$ cat config.mk
export PLATFORM = sky130hd
export DESIGN_NAME = hy_stream_driver
export DESIGN_NICKNAME = d
export VERILOG_FILES = /design/src/rtl/mimo_pkg.sv /design/src/rtl/cplx_sample_buf.sv /design/src/rtl/hy_stream_driver.sv
export SDC_FILE = /design/constraint.sdc
export NUM_CORES = 1
export LEC_CHECK = 0
export ABC_AREA = 0
export CAP_MARGIN = 0
export CORE_UTILIZATION = 40
export CTS_CLUSTER_SIZE = 25
export DETAILED_ROUTE_END_ITERATION = 10
export PLACE_DENSITY = 0.61
export SKIP_LAST_GASP = 1
export SYNTH_ARGS = -nofsm -noshare
export SYNTH_HDL_FRONTEND = slang
export SYNTH_HIERARCHICAL = 1
export SYNTH_SLANG_ARGS = --single-unit
$ cat constraint.sdc
create_clock -name clk -period 5.9 [get_ports clk]
set_input_delay 1.475 -clock clk [delete_from_list [all_inputs] [get_ports clk]]
set_output_delay 1.475 -clock clk [all_outputs]
set_load 0.005 [all_outputs]
$ cat src/rtl/mimo_pkg.sv
// Shared types and constants for the MIMO detector H/Y streaming path.
// Holds the driver state enum, default sizes and the complex sample type.
package mimo_pkg;

  typedef enum logic [2:0] {
    IDLE,
    START,
    STREAM,
    WAIT_DONE,
    FINISH
  } state_t;

  localparam int N_DEF     = 16;
  localparam int H_ELEMS   = 16;
  localparam int Y_LEN_DEF = 8;
  localparam int NUM_Q_DEF = 16;

  typedef struct packed {
    logic [N_DEF-1:0] r;
    logic [N_DEF-1:0] i;
  } cplx_t;

  function automatic logic addr_ok(
    input logic [4:0] a,
    input int         depth
  );
    return int'(a) < depth;
  endfunction

endpackage

$ cat src/rtl/cplx_sample_buf.sv
// Register file of complex samples: synchronous write, asynchronous read.
// Contents are deliberately not reset so loaded data survives a run abort.
module cplx_sample_buf
  import mimo_pkg::*;
#(
  parameter int DEPTH = 16,
  parameter int AW    = $clog2(DEPTH)
) (
  input  logic          clk,
  input  logic          we,
  input  logic [AW-1:0] waddr,
  input  cplx_t         wdata,
  input  logic [AW-1:0] raddr,
  output cplx_t         rdata
);

  cplx_t mem [DEPTH];

  // store one sample per write strobe
  always_ff @(posedge clk) begin
    if (we) mem[waddr] <= wdata;
  end

  assign rdata = mem[raddr];

endmodule

$ cat src/rtl/hy_stream_driver.sv
// Transmit side of the H/Y stream into x_calculate: NUM_Q passes per go.
// Optional q_done watchdog is enabled by defining HY_DRV_WATCHDOG_EN.
module hy_stream_driver
  import mimo_pkg::*;
#(
  parameter int N       = N_DEF,
  parameter int ROWS    = 4,
  parameter int COLS    = 4,
  parameter int Y_LEN   = Y_LEN_DEF,
  parameter int NUM_Q   = NUM_Q_DEF,
  parameter int TIMEOUT = 4096
) (
  input  logic         clk,
  input  logic         rst,
  input  logic         wr_en,
  input  logic         wr_sel,
  input  logic [4:0]   wr_addr,
  input  logic [N-1:0] wr_data_r,
  input  logic [N-1:0] wr_data_i,
  input  logic         go,
  output logic         busy,
  output logic         all_done,
  output logic         err,
  output logic         start_new_q,
  output logic [3:0]   q_index,
  output logic         H_in_valid,
  output logic [N-1:0] H_in_r,
  output logic [N-1:0] H_in_i,
  output logic         Y_in_valid,
  output logic [N-1:0] Y_in_r,
  output logic [N-1:0] Y_in_i,
  input  logic         q_done
);

  localparam int HD  = ROWS * COLS;
  localparam int HAW = $clog2(HD);
  localparam int YAW = $clog2(Y_LEN);

  state_t         state, nxt;
  logic [HAW-1:0] beat;
  logic [3:0]     qi;
  logic           pend;
  logic           wd_exp;
  logic           h_we, y_we;
  cplx_t          wdat, h_rd, y_rd;

  assign wdat = {wr_data_r, wr_data_i};
  assign h_we = wr_en && !busy && !wr_sel && addr_ok(wr_addr, HD);
  assign y_we = wr_en && !busy && wr_sel && addr_ok(wr_addr, Y_LEN);

  cplx_sample_buf #(.DEPTH(HD)) u_hbuf (
    .clk   (clk),
    .we    (h_we),
    .waddr (wr_addr[HAW-1:0]),
    .wdata (wdat),
    .raddr (beat),
    .rdata (h_rd)
  );

  cplx_sample_buf #(.DEPTH(Y_LEN)) u_ybuf (
    .clk   (clk),
    .we    (y_we),
    .waddr (wr_addr[YAW-1:0]),
    .wdata (wdat),
    .raddr (beat[YAW-1:0]),
    .rdata (y_rd)
  );

  // next state and Moore control outputs
  always_comb begin
    nxt         = state;
    busy        = 1'b0;
    all_done    = 1'b0;
    start_new_q = 1'b0;
    H_in_valid  = 1'b0;
    Y_in_valid  = 1'b0;
    unique case (state)
      IDLE: begin
        if (go) nxt = START;
      end
      START: begin
        busy        = 1'b1;
        start_new_q = 1'b1;
        nxt         = STREAM;
      end
      STREAM: begin
        busy       = 1'b1;
        H_in_valid = 1'b1;
        Y_in_valid = int'(beat) < Y_LEN;
        if (beat == HAW'(HD - 1)) nxt = WAIT_DONE;
      end
      WAIT_DONE: begin
        busy = 1'b1;
        if (q_done || pend)
          nxt = (qi == 4'(NUM_Q - 1)) ? FINISH : START;
        else if (wd_exp)
          nxt = IDLE;
      end
      FINISH: begin
        all_done = 1'b1;
        nxt      = IDLE;
      end
      default: nxt = IDLE;
    endcase
  end

  assign q_index = qi;
  assign H_in_r  = H_in_valid ? h_rd.r : '0;
  assign H_in_i  = H_in_valid ? h_rd.i : '0;
  assign Y_in_r  = Y_in_valid ? y_rd.r : '0;
  assign Y_in_i  = Y_in_valid ? y_rd.i : '0;

  // state, beat counter, pass index and early-done flag
  always_ff @(posedge clk) begin
    if (rst) begin
      state <= IDLE;
      beat  <= '0;
      qi    <= '0;
      pend  <= 1'b0;
    end else begin
      state <= nxt;
      beat  <= (state == STREAM) ? beat + 1'b1 : '0;
      if (nxt == IDLE)
        qi <= '0;
      else if (state == WAIT_DONE && nxt == START)
        qi <= qi + 1'b1;
      unique case (state)
        START:   pend <= q_done;
        STREAM:  pend <= pend | q_done;
        default: pend <= 1'b0;
      endcase
    end
  end

`ifdef HY_DRV_WATCHDOG_EN
  localparam int WW = $clog2(TIMEOUT);

  logic [WW-1:0] wd;
  logic          err_q;

  // count WAIT_DONE cycles; a timeout leaves a sticky error
  always_ff @(posedge clk) begin
    if (rst) begin
      wd    <= '0;
      err_q <= 1'b0;
    end else begin
      wd <= (state == WAIT_DONE) ? wd + 1'b1 : '0;
      if (state == WAIT_DONE && nxt == IDLE) err_q <= 1'b1;
    end
  end

  assign wd_exp = wd == WW'(TIMEOUT - 1);
  assign err    = err_q;
`else
  logic [31:0] unused_timeout;

  assign unused_timeout = TIMEOUT;
  assign wd_exp         = 1'b0;
  assign err            = 1'b0;
`endif

endmodule

# --- Word level (Yosys, flattened, before mapping) ---
# Memory sizes are Yosys's and may differ from the RTL's. A register that Yosys moved wholly into a read port is not among the register bits.
# Cells that the tools add are included.
word_totals:
  register_bits: 12
  ram_bits: 768
  inputBits: 43
  output_inout_bits: 74
  wordCells: 55
  mem_count: 2
memory_table:
  columns: ["name", "depth", "width", "read_ports", "rd_clocked_by_memory_dff", "write_ports", "line_no", "rtl"]
  rows:
  - ["u_hbuf.mem", 16, 32, 1, 1, 1, "cplx_sample_buf.sv:17", "cplx_t mem [DEPTH];"]
  - ["u_ybuf.mem", 8, 32, 1, 1, 1, "cplx_sample_buf.sv:17", null]
op_classes:
  add_sub_neg: 2
  order_cmp: 3
  eq_ne: 7
  muxes: 21
  bitwise_logic: 2
  n_reduce_logical: 14
ops:
  columns: ["operator", "count"]
  rows:
  - ["$mux 16", 4]
  - ["$mux 3", 5]
  - ["$pmux 3 s4", 1]
  - ["$mux 1", 9]
  - ["$add 4x1->4 const B", 2]
  - ["$eq 4x4->1 const B", 2]
  - ["$eq 3x1->1 const B", 2]
  - ["$eq 3x2->1 const B", 2]
  - ["$logic_and 1x1->1", 6]
  - ["$logic_not 3->1", 2]
  - ["$lt 5x4->1 const B", 1]
  - ["$lt 5x5->1 const B", 1]
  - ["$lt 4x4->1 const B", 1]
  - ["$mux 4", 1]
  - ["$reduce_or 2->1", 2]
  - ["$eq 3x3->1 const B", 1]
  - ["$reduce_or 3->1", 1]
  - ["$logic_not 1->1", 2]
  - ["$pmux 1 s2", 1]
  - ["$logic_or 1x1->1", 1]
  - ["$not 1->1", 1]
  - ["$or 1x1->1", 1]

# --- Depth between registers and ports, before layout ---
logic_depth:
  ltp_word: 9
  mapped_depth: 6
  depth_no_buf: 5

# --- By module ---
# Netlist, hierarchy kept.
by_module_without_submodules:
  columns: ["module", "instances", "cells_per_inst", "area_per_inst_um2", "seq_area_each_um2"]
  rows:
  - ["cplx_sample_buf at u_hbuf", 1, 806, 19213.4, 15374.7]
  - ["cplx_sample_buf at u_ybuf", 1, 383, 9825.7, 7687.4]
  - ["hy_stream_driver", 1, 140, 1094.8, 240.2]

# --- Worst setup path after synthesis ---
# OpenSTA, ideal clock, no wires.
synth_path:
  path_type: "input -> register"
  start: "input wr_en"
  end: "memory u_hbuf/mem[0][0] (netlist bit) (enable)"
  setup_ps: 461
  arrival_ps: 4559
  required_ps: 5439
  setup_slack_ps: 879
  cell_stages: 5
  n_path_buf: 0
  path_cell_list: "nor2b_1 o21ai_0 nor2_1 or3b_2 nor3_1"
synth_via:
  elab_chain_cells: 5
synth_lines:
  columns: ["element", "line_no", "rtl"]
  rows:
  - ["from (decl)", "hy_stream_driver.sv:15", "input logic wr_en,"]
  - ["$logic_and 1x1->1 (3 in series)", "hy_stream_driver.sv:48", "assign h_we = wr_en && !busy && !wr_sel && addr_ok(wr_addr, HD);"]
  - ["net h_we", "hy_stream_driver.sv:44", "logic h_we, y_we;"]
  - ["$mux 1", "cplx_sample_buf.sv:21", "if (we) mem[waddr] <= wdata;"]
  - ["$mux 1 (not written as such)", "cplx_sample_buf.sv:21", null]
  - ["to (decl)", "cplx_sample_buf.sv:17", null]
# The timed path passes the listed nets, and every way through them passes these cells.

==> impl_metrics.yaml <==
pwr:
  power_density_nw_per_um2: 322
  clockPowerShare_pct: 42.3
  power.switching_w: 0.00219
  p_leak_nw: 10.6
  ir_drop_v: 0.000180
  p_comb_share_pct: 3.3
  p_int_w: 0.00908
  fin_total_pwr_w: 0.0113
  pwr-share-seq_pct: 54.3
  p_sw_share_pct: 19.4
clock_network:
  h-tree-depth: 3
  cts_hold_buf: 0
  postCtsSetupBuffers: 0
  clk_latency_ps: 600
  cts_tree: "built"
  clock_path_buffers: 3
  root_buffer: "clkbuf_16"
  clkTransAtPathRegs_ps: 60
  cts_buffers: 79
  cts.sink_count: 780
  cts-resized-gates: 0
worst_hold_path:
  hold_path_depth: 2
  min_from: "pend"
  holdPathEnd: "pend"
  hp-class: "flip-flop to flip-flop"
synthesis:
  syn_inst: 1329
  synth_top_area_cell: "edfxtp_1"
  synthArstFlopShare_pct: 0
  synth_edf_count: 768
  synthTopCellsByArea: "edfxtp_1 (77%), mux4_2 (11%), mux4_1 (3.5%), a22oi_1 (1.6%), and2_1 (1.3%)"
  syn_area_per_cell_um2: 22.7
  syn_area_um2: 30100
  synth.distinct_cells: 44
  ys_seq_area_share_pct: 77.3
  ys_ff_latch: 780
  yosys_warnings: 6
  synth_top_area_share_pct: 76.5
  synth-main-ff-cell: "edfxtp_1"
  syn_nets: 1374
sta:
  slew_viol_final: 0
  fin_setup_tns_ps: 0
  whs_ps: 466
  setup_viol: 0
  max_slew.worst_pin.slew_ps: 1230
  slew_headroom_pct: 18.0
  fin_worst_skew_ps: 11.2
  period_share_pct: 82.9
  layout_min_cycle_time_ps: 4890
  rsz0062_at_grt: "false"
  max_freq_mhz: 204
  finalHoldViolCount: 0
floorplanning:
  rows: 100
  die_x_um: 276
  dieArea_um2: 76400
  io_pins: 117
  start_util_pct: 40.5
  coreArea_um2: 74400
  die_h_um: 276
placement:
  routabilityCongestion: 0.750
  dp_hpwl_mm: 35.8
  io_buffer_count: 115
  placed_cell_area_um2: 32600
finish:
  nets: 1535
  final_util_pct: 47.0
  design_area_um2: 35000
  most-common-layout-cells: "edfxtp_1 (768), mux4_2 (152), clkdlybuf4s50_1 (115)"
  layout-drive-gt1-share_pct: 23.5
  area_delta_synth_final_pct: 16.2
  final_common_cell: "edfxtp_1"
critical_path:
  reg2reg_from: "state[1]"
  end_kind: "primary output"
  r2r_end: "u_hbuf/mem[2][30]"
  startpoint_type: "flip-flop"
  reg2reg_setup_slack_ps: 2910
  crit_type: "flip-flop to primary output"
  reg2reg_depth: 5
  path_max_fanout: 61
  cp.required_ps: 4430
  timing.critical_path.arrival_ps: 3420
global_routing:
  overflow: 0
  grt_pass1_wl_mm: 95.7
  grt_pass1_vias: 14500
  grt_usage_pct: 17.0
  grt_antenna_before_repair: 1
  grt_max_degree: 68
detailed_routing:
  viasPerCell: 5.52
  ant_nets: 0
  wl_mm: 64.4
  wire_per_inst_um: 25.6
  drc_errors: 0
  route.vias.total: 13900
  first_pass_iters: 5
  drt_iter0_drc: 1038
outcome:
  status: "complete, no violations"
run:
  maxCapViolCount: 0
==> cells by family (layout without fill, tap and decap cells) <==
logic type,Yosys count,in the layout,share of synthesized area [%]
DFF,780,780,77.3
muxes,226,226,16.1
and+or+nand+nor,171,171,3.08
AOI/OAI and AO/OA,75,75,1.84
buffers and inverters,72,289,1.49
adders and majority gates,2,2,0.0830
xor gates and xnor gates,2,2,0.0581
other,1,4,0.0124
==> cell usage after synthesis, types with 2 or more instances <==
library cell and count:
a211oi_1 2, and2_1 62, nor2b_1 3, nor3_1 11, nand2_1 38, mux4_2 152
mux4_1 40, nand2b_1 5, buf_2 10, a31oi_1 2, o21ai_0 3, buf_6 16
edfxtp_1 768, and2_2 4, nor3b_1 3, nand3b_1 4, buf_1 13, mux2_2 32
nand3_1 7, mux2i_1 2, clkbuf_1 19, ha_1 2, a22oi_1 64, dfxtp_1 12
buf_4 12, nor2_1 25
==> registers in the layout, indices dropped and copies added (netlist names) <==
signal      cells
u_hbuf/mem    512
u_ybuf/mem    256
beat            4
q_index         4
state           3
pend            1
==> per-stage QoR <==
stage                     setup slack, ps  std cells
after floorplan                       879       1329
after global placement               1400       2378
after detailed placement             1430       2378
after CTS                             894       2515
after global routing                  811       2515
final                                1010       2518
==> critical path, cell delays in order, from the launching register on <==
cell and delay (ps):
dfxtp_4 650, buf_12 480, mux4_2 580, a22oi_1 350
nand2_1 90, and2_1 140, clkdlybuf4s50_1 440
==> layout make-up <==
class / count / area, um^2
Antenna cell: 3 / 7.51
Clock buffer: 95 / 2080
Clock inverter: 42 / 372
Fill cell: 6009 / 39400
Inverter: 2 / 7.51
Multi-Input combinational cell: 477 / 6570
Sequential cell: 780 / 23300
Tap cell: 969 / 1210
Timing Repair Buffer: 150 / 1460
==> how the worst max path moves through the flow <==
stage                     slack, ps           endpoint    start  cells past startpoint
after global routing            810          H_in_r[5]  beat[0]                      6
final                          1010          H_in_r[9]  beat[0]                      6
after global placement         1400  u_hbuf/mem[2][25]    wr_en                      6
after floorplan                 880   u_hbuf/mem[0][0]    wr_en                      5
after detailed placement       1430  u_hbuf/mem[2][22]    wr_en                      6
after CTS                       890          H_in_r[5]  beat[0]                      6
==> power groups by stage <==
stage	logic, W	registers (W)	clock network (W)
2_1_floorplan	0.000188	0.00623	0
3_3_place_gp	0.000377	0.00624	0
3_5_place_dp	0.000386	0.00624	0
4_1_cts	0.000387	0.00612	0.00487
5_1_grt	0.000410	0.00612	0.00507
6_report	0.000377	0.00612	0.00477
==> per-layer routing <==
layer	routed length, um	global-route usage [%]	part of all wire, %	vias up
li1	-	-	-	5948
met1	27700	23.4	43	7460
met2	32200	28.1	50	408
met3	3400	2.65	5.3	80
met4	1190	4.90	1.8	0
met5	0	0	0	-
(Power assumes the default switching activity.)
